**src/rtl/multicycle_control_unit.sv**
```systemverilog
// Multi-cycle MIPS control unit: IR, FETCH/DECODE/EXEC/MEM/WB sequencing,
// memory-wait watchdog and illegal-instruction trap.
module multicycle_control_unit #(
    parameter int ALUOP_W = 3,
    parameter int TIMEOUT = 15
) (
    input  logic               clk,
    input  logic               rst,
    input  logic [31:0]        mem_rdata,
    input  logic               mem_ready,
    input  logic               zero,
    output logic [31:0]        ir,
    output logic [ALUOP_W+4:0] aluop_shamt,
    output logic               mem_read,
    output logic               mem_write,
    output logic               iord,
    output logic               alu_src_imm,
    output logic               reg_dst_rd,
    output logic               mem_to_reg,
    output logic               reg_write,
    output logic               pc_write,
    output logic [1:0]         pc_src,
    output logic [2:0]         state,
    output logic               illegal,
    output logic               bus_err
);

    localparam int WD_W = $clog2(TIMEOUT + 1);

    typedef enum logic [2:0] {
        S_FETCH  = 3'd0,
        S_DECODE = 3'd1,
        S_EXEC   = 3'd2,
        S_MEM    = 3'd3,
        S_WB     = 3'd4,
        S_TRAP   = 3'd7
    } state_e;

    state_e           state_q, state_d;
    logic [31:0]      ir_q, ir_d;
    logic [WD_W-1:0]  wd_q, wd_d;
    logic             illegal_q, illegal_d;
    logic             bus_err_q, bus_err_d;

    logic [5:0] opcode;
    logic [5:0] funct;
    logic       is_r, is_addi, is_lw, is_sw, is_beq, is_j;
    logic       r_ok, legal;
    logic [2:0] r_op, op_raw;
    logic [ALUOP_W-1:0] alu_op;
    logic [4:0] shamt;
    logic       wait_cyc, timeout;

    assign opcode  = ir_q[31:26];
    assign funct   = ir_q[5:0];
    assign is_r    = (opcode == 6'b000000);
    assign is_addi = (opcode == 6'b001000);
    assign is_lw   = (opcode == 6'b100011);
    assign is_sw   = (opcode == 6'b101011);
    assign is_beq  = (opcode == 6'b000100);
    assign is_j    = (opcode == 6'b000010);

    always_comb begin
        r_op = 3'd0;
        r_ok = 1'b1;
        case (funct)
            6'b100000: r_op = 3'd1;
            6'b100010: r_op = 3'd2;
            6'b100100: r_op = 3'd3;
            6'b100101: r_op = 3'd4;
            6'b000000: r_op = 3'd5;
            6'b000010: r_op = 3'd6;
            6'b101010: r_op = 3'd7;
            default:   r_ok = 1'b0;
        endcase
    end

    always_comb begin
        op_raw = 3'd0;
        unique case (1'b1)
            is_r:                     op_raw = r_op;
            is_addi | is_lw | is_sw:  op_raw = 3'd1;
            is_beq:                   op_raw = 3'd2;
            default:                  op_raw = 3'd0;
        endcase
    end

    assign legal = (is_r & r_ok) | is_addi | is_lw | is_sw | is_beq | is_j;

    // Watchdog counts stalled memory cycles; it never wraps because
    // reaching TIMEOUT without ready leaves the waiting state.
    assign wait_cyc = ((state_q == S_FETCH) || (state_q == S_MEM)) && !mem_ready;
    assign timeout  = wait_cyc && (wd_q == WD_W'(TIMEOUT));
    assign wd_d     = (wait_cyc && !timeout) ? wd_q + 1'b1 : '0;

    always_comb begin
        state_d     = state_q;
        ir_d        = ir_q;
        illegal_d   = illegal_q;
        bus_err_d   = bus_err_q;
        mem_read    = 1'b0;
        mem_write   = 1'b0;
        iord        = 1'b0;
        alu_src_imm = 1'b0;
        reg_dst_rd  = 1'b0;
        mem_to_reg  = 1'b0;
        reg_write   = 1'b0;
        pc_write    = 1'b0;
        pc_src      = 2'd0;
        alu_op      = '0;
        shamt       = 5'd0;
        unique case (state_q)
            S_FETCH: begin
                mem_read = 1'b1;
                if (mem_ready) begin
                    ir_d     = mem_rdata;
                    pc_write = 1'b1;
                    state_d  = S_DECODE;
                end else if (timeout) begin
                    bus_err_d = 1'b1;
                    state_d   = S_TRAP;
                end
            end
            S_DECODE: begin
                if (legal) begin
                    state_d = S_EXEC;
                end else begin
                    illegal_d = 1'b1;
                    state_d   = S_TRAP;
                end
            end
            S_EXEC: begin
                alu_op      = ALUOP_W'(op_raw);
                shamt       = is_r ? ir_q[10:6] : 5'd0;
                alu_src_imm = is_addi | is_lw | is_sw;
                unique case (1'b1)
                    is_beq: begin
                        pc_write = zero;
                        pc_src   = 2'd1;
                        state_d  = S_FETCH;
                    end
                    is_j: begin
                        pc_write = 1'b1;
                        pc_src   = 2'd2;
                        state_d  = S_FETCH;
                    end
                    is_lw | is_sw: state_d = S_MEM;
                    default:       state_d = S_WB;
                endcase
            end
            S_MEM: begin
                iord      = 1'b1;
                mem_read  = is_lw;
                mem_write = is_sw;
                if (mem_ready) begin
                    state_d = is_lw ? S_WB : S_FETCH;
                end else if (timeout) begin
                    bus_err_d = 1'b1;
                    state_d   = S_TRAP;
                end
            end
            S_WB: begin
                reg_write  = 1'b1;
                reg_dst_rd = is_r;
                mem_to_reg = is_lw;
                state_d    = S_FETCH;
            end
            S_TRAP:  state_d = S_TRAP;
            default: state_d = S_TRAP;
        endcase
        // Reset cycle: nothing leaves the block, even mid-instruction.
        if (rst) begin
            mem_read    = 1'b0;
            mem_write   = 1'b0;
            iord        = 1'b0;
            alu_src_imm = 1'b0;
            reg_dst_rd  = 1'b0;
            mem_to_reg  = 1'b0;
            reg_write   = 1'b0;
            pc_write    = 1'b0;
            pc_src      = 2'd0;
            alu_op      = '0;
            shamt       = 5'd0;
        end
    end

    always_ff @(posedge clk) begin
        if (rst) begin
            state_q   <= S_FETCH;
            ir_q      <= 32'd0;
            wd_q      <= '0;
            illegal_q <= 1'b0;
            bus_err_q <= 1'b0;
        end else begin
            state_q   <= state_d;
            ir_q      <= ir_d;
            wd_q      <= wd_d;
            illegal_q <= illegal_d;
            bus_err_q <= bus_err_d;
        end
    end

    assign ir          = ir_q;
    assign aluop_shamt = {alu_op, shamt};
    assign state       = state_q;
    assign illegal     = illegal_q;
    assign bus_err     = bus_err_q;

endmodule

```
**config.mk**
```make
export PLATFORM = sky130hd
export DESIGN_NAME = multicycle_control_unit
export DESIGN_NICKNAME = d
export VERILOG_FILES = /design/src/rtl/multicycle_control_unit.sv
export SDC_FILE = /design/constraint.sdc
export NUM_CORES = 1
export LEC_CHECK = 0
export ABC_AREA = 1
export CORE_MARGIN = 1.5
export CORE_UTILIZATION = 30
export CTS_BUF_LIST = sky130_fd_sc_hd__clkbuf_8
export CTS_CLUSTER_DIAMETER = 30
export DETAILED_ROUTE_END_ITERATION = 10
export PLACE_DENSITY = 0.73
export SYNTH_ARGS = -nofsm -noshare
export SYNTH_HDL_FRONTEND = slang
export SYNTH_SLANG_ARGS = --single-unit
```
**constraint.sdc**
```tcl
create_clock -name clk -period 2.9 [get_ports clk]
set_input_delay 0.58 -clock clk [delete_from_list [all_inputs] [get_ports clk]]
set_output_delay 0.58 -clock clk [all_outputs]
set_load 0.05 [all_outputs]
```
==> results of run 1 <==
final timing paths:
kind,startpoint,to
setup / recovery,rst,aluop_shamt[7]
hold / removal,bus_err,bus_err
setup reg to reg,state[1],ir[28]
hold reg to reg,bus_err,bus_err
area by class of cell:
cell class / count / share of cell area
Inverter: 36 / 0.0426
Sequential cell: 41 / 0.259
Multi-Input combinational cell: 196 / 0.291
Tap cell: 77 / 0.0304
Clock buffer: 5 / 0.0217
Timing Repair Buffer: 94 / 0.351
Clock inverter: 3 / 0.00474
worst register-to-register path, delay by kind of cell (launching register included):
kind	cells	cell delay, ns
AO/OA/AOI/OAI	2	0.30
buffers and inverters	2	0.33
flip-flops	1	0.41
AND/OR/NAND/NOR	3	0.47
routing by layer:
metal	vias up	global-route usage	wire length, µm
met4	0	0.0596	121
met2	68	0.255	2580
met5	-	0	0
met1	919	0.187	2330
li1	1085	-	-
met3	10	0.0616	393
cell usage after synthesis:
cell	n	share of area
xor2_1	1	0.0045
nor2_8	1	0.010
a21oi_1	22	0.057
ha_1	1	0.0064
nor3b_2	1	0.0064
nand2_4	1	0.0058
nor2_1	75	0.15
dfxtp_1	41	0.42
nor2_4	1	0.0058
nand4_1	2	0.0064
nand3_1	15	0.039
buf_6	4	0.023
clkbuf_1	4	0.0077
inv_1	34	0.066
nor3_1	4	0.010
nand2_1	32	0.062
nand3_2	1	0.0052
o221ai_1	1	0.0045
a21oi_2	1	0.0045
inv_2	2	0.0039
o211ai_1	2	0.0077
o21ai_0	34	0.088
nor2_2	1	0.0032
buf_2	2	0.0052
registers in the layout (all words and copies together) (netlist names):
name,count
wd_q,4
illegal,1
state,3
ir,32
bus_err,1
through the flow:
step | cells | utilization | hold WS [ns] | cell area, µm² | power (W)
final | 452 | 0.502 | 0.450 | 3170 | 0.00303
after global routing | 452 | 0.502 | 0.469 | 3170 | 0.00324
after CTS | 452 | 0.502 | 0.453 | 3170 | 0.00306
after detailed placement | 444 | 0.489 | 0.441 | 3090 | 0.00269
after global placement | 444 | 0.489 | 0.431 | 3090 | 0.00267
after floorplan | 283 | - | 0.418 | 1950 | 0.00212
power groups by stage:
stage                     clock, W  sequential, W  combinational (W)
after global routing      0.000403       0.000901            0.00193
final                     0.000359       0.000874            0.00180
after detailed placement         0       0.000885            0.00181
after CTS                 0.000375       0.000875            0.00181
after global placement           0       0.000878            0.00179
after floorplan                  0        0.00144           0.000684
kinds of logic (layout without fill, tap and decap cells):
group                    Yosys count  in the layout  synth area share
AND/OR/NAND/NOR                  134            134             0.299
AO/OA/AOI/OAI                     60             60             0.161
buffers and inverters             46            138             0.106
flip-flops                        41             41             0.423
adder cells (fa/ha/maj)            1              1           0.00645
XOR/XNOR                           1              1           0.00451
==> metrics, run 1 <==
status finished clean; layout cells sized above 1 0.104; sequential element share of the synthesized area 0.423; Synth Register Bits 41; # diodes 0; Multi-input gate area 922 µm²; Sum Neg Setup Slack 0 ns; post-synth cell types 24; Post-CTS Hold Fix Bufs 0; post-CTS setup buffer count 0; drt pass-1 iters 4; worst hold stages 2; Comb pwr share 0.594; global route overflow 0; Tcrit/Tclk final 0.867; ANT nets after route 0; total clock sinks 41; critical path depth in cells 5; Mapped Nets 320; Post-Syn Area per Cell 6.86 µm²; pwr/cell area 957 nW/µm²; sw frac 0.510; worst reg2reg path depth 7; Clk Latency, worst-skew pair 0.29 ns; slew of the pin with the lowest slew margin 0.530 ns; Lkg Pwr 1.33 nW; FMAX 398 MHz; reg2reg setup slack 1.26 ns; peak supply drop 0.451 mV; Cell Rows 29; Cell Area, Synth 1940 µm²; GRT Total Usage 0.157; maxcap violations 0; CTS tree built; Post-CTS Resized 0; area of the core 6310 µm²; Slowest-stage cell, CP clkdlybuf4s50_1; worst slack, placed 0.391 ns; Clock Power Share 0.118; CP endpoint kind output pin; GPL Wtd Cong 0.888; switching power total 0.00155 W; worst path bufs/invs 2; Root Driver clkbuf_8; CP arrival 1.93 ns; Syn-to-layout area delta 63.3%; worst endpoint required time 2.32 ns; Max stage delay on crit path 0.47 ns; 1st-iter DRT viols 92; antenna violations before repair 0; final hold violations 0; delay-heaviest family, CP simple AND/OR/NAND/NOR gates; Seq pwr share 0.288; Die Footprint 6960 µm²; Nets 411; I/O Pins 91; register area 821 µm²; Worst Slack Setup Final 0.386 ns; largest net degree at the start of global routing 47; DR vias 2082; Die Wd 83.4 µm; clock skew 0.00502 ns; commonest non-fill, non-tap cell in the layout nor2_1; startpoint types primary input; commonest non-fill, non-tap cells in the layout nor2_1, clkdlybuf4s50_1, dfxtp_1, inv_1, o21ai_0; endpoints failing setup 0; RSZ-0062 raised after global routing false; worst hold path type flip-flop to flip-flop; Fill cells 614; Int Power 0.00149 W; min cycle time layout 2.51 ns; vias in the first global route 1940; CP max FO 6; CTS Buf Count 5; Setup CP Type primary input to output pin; clock transition at the registers of the reported paths 0.08 ns; DRC violations left 0; die height 83.4 µm; CP Cell Sequence clkdlybuf4s50_1, nor2_2, nand2_1, nor2_1, buf_12; Post-DP HPWL 4.15 mm; post-synthesis cell count 283; Port-buffer cells 90; initial core utilization 0.307; wire per inst 12.0 µm; first-pass GRT wire length 8.86 mm; final WL 5.42 mm; post-DR vias/cell 4.61; CTS HTree Levels 2; fin. max-slew vios 0; clock tree buffer depth 2; Max transition margin 0.646; yosys warns 0
Note: power is estimated with default switching activity, not from simulation.
==> run 2, diff against run 1 <==
CORE_UTILIZATION = 35   (was 30)
PLACE_DENSITY = 0.81   (was 0.73)
TNS_END_PERCENT = 1   (was default)
clock period = 3.2 ns   (was 2.9 ns; I/O delays follow)
==> metrics, run 2 (synthesized netlist as in run 1, its figures left out) <==
CTS HTree Levels 2; Clk Latency, worst-skew pair 0.29 ns; # diodes 0; slew of the pin with the lowest slew margin 0.848 ns; CP endpoint kind output pin; clock skew 0.00651 ns; CTS Buf Count 5; maxcap violations 0; GPL Wtd Cong 0.905; ANT nets after route 0; Root Driver clkbuf_8; clock tree buffer depth 2; final hold violations 0; endpoints failing setup 0; die height 77.5 µm; pwr/cell area 879 nW/µm²; commonest non-fill, non-tap cell in the layout nor2_1; commonest non-fill, non-tap cells in the layout nor2_1, clkdlybuf4s50_1, dfxtp_1, inv_1, o21ai_0; worst endpoint required time 2.56 ns; min cycle time layout 2.62 ns; max FFs per register 32; worst hold path type flip-flop to flip-flop; Max transition margin 0.434; DR vias 2102; global route overflow 0; Die Wd 77.5 µm; status finished clean; Post-CTS Resized 0; Tcrit/Tclk final 0.818; CP max FO 19; CP arrival 1.98 ns; Port-buffer cells 90; first-pass GRT wire length 9.10 mm; post-CTS setup buffer count 0; final hold slack 0.456 ns; Sum Neg Setup Slack 0 ns; Lkg Pwr 1.31 nW; peak supply drop 0.520 mV; wire per inst 12.1 µm; Core Util, Final 0.591; RSZ-0062 raised after global routing false; CTS tree built; total clock sinks 41; Nets 409; worst hold stages 2; area of the core 5240 µm²; largest net degree at the start of global routing 47; Setup CP Type primary input to output pin; DRC violations left 0; post-DR vias/cell 4.74; clock transition at the registers of the reported paths 0.08 ns; startpoint types primary input; Post-CTS Hold Fix Bufs 0; Post-DP HPWL 4.01 mm; initial core utilization 0.371; layout cells sized above 1 0.0965; final WL 5.35 mm; antenna violations before repair 0; I/O Pins 91; Cell Rows 26; Fill cells 496; FMAX 382 MHz; fin. max-slew vios 0; Die Footprint 6000 µm²; Syn-to-layout area delta 59.4%; worst reg2reg path depth 7; vias in the first global route 2033; drt pass-1 iters 4; 1st-iter DRT viols 107; GRT Total Usage 0.187
[run 2: cell count changes in the layout (fill, tap and decap cells not counted)]
cell / change
o21ai_0: +1
buf_12: -4
o21ai_1: -1
nor2_2: -1
nor2_1: +1
buf_4: +2
[run 2: worst max-delay path: stages]
cell and delay (ns):
clkdlybuf4s50_1 0.50, inv_1 0.13, nor2_8 0.27, inv_2 0.07
a21oi_2 0.20, buf_12 0.16
[run 2: per-stage QoR]
stage / setup slack [ns] / instances / instance area, µm² / power, W
floorplan: 0.102 / 283 / 1950 / 0.00192
global placement: 0.602 / 435 / 3010 / 0.00238
detailed placement: 0.562 / 435 / 3010 / 0.00240
CTS: 0.561 / 443 / 3090 / 0.00273
global route: 0.405 / 443 / 3090 / 0.00290
finish: 0.582 / 443 / 3090 / 0.00272
[run 2: per-layer routing]
metal / global-route usage / wire (µm) / up-vias
met5: 0 / 0 / -
met4: 0.0582 / 66 / 0
met3: 0.0494 / 299 / 7
met2: 0.324 / 2570 / 67
met1: 0.225 / 2410 / 945
li1: - / - / 1083
[run 2: layout make-up]
class | instances | area, µm² | area share
clock inverters | 3 | 15.0 | 0.00485
flip-flops and latches | 41 | 821 | 0.265
inverters | 36 | 135 | 0.0437
well taps | 70 | 87.6 | 0.0283
repair buffers | 92 | 1050 | 0.338
multi-input cells | 196 | 920 | 0.297
clock buffers | 5 | 68.8 | 0.0222
[run 2: report_power, final]
group	total (W)	leakage, nW	switching, W	internal, W
Combinational	0.00160	0.927	0.00109	0.000511
Clock	0.000327	0.0467	0.000179	0.000148
Sequential	0.000792	0.338	0.000126	0.000666
[run 2: final timing paths]
kind / start / slack (ns) / end
setup / recovery: mem_ready / 0.58 / pc_write
hold / removal: illegal / 0.46 / illegal
setup reg to reg: state[1] / 1.58 / ir[27]
hold reg to reg: illegal / 0.46 / illegal
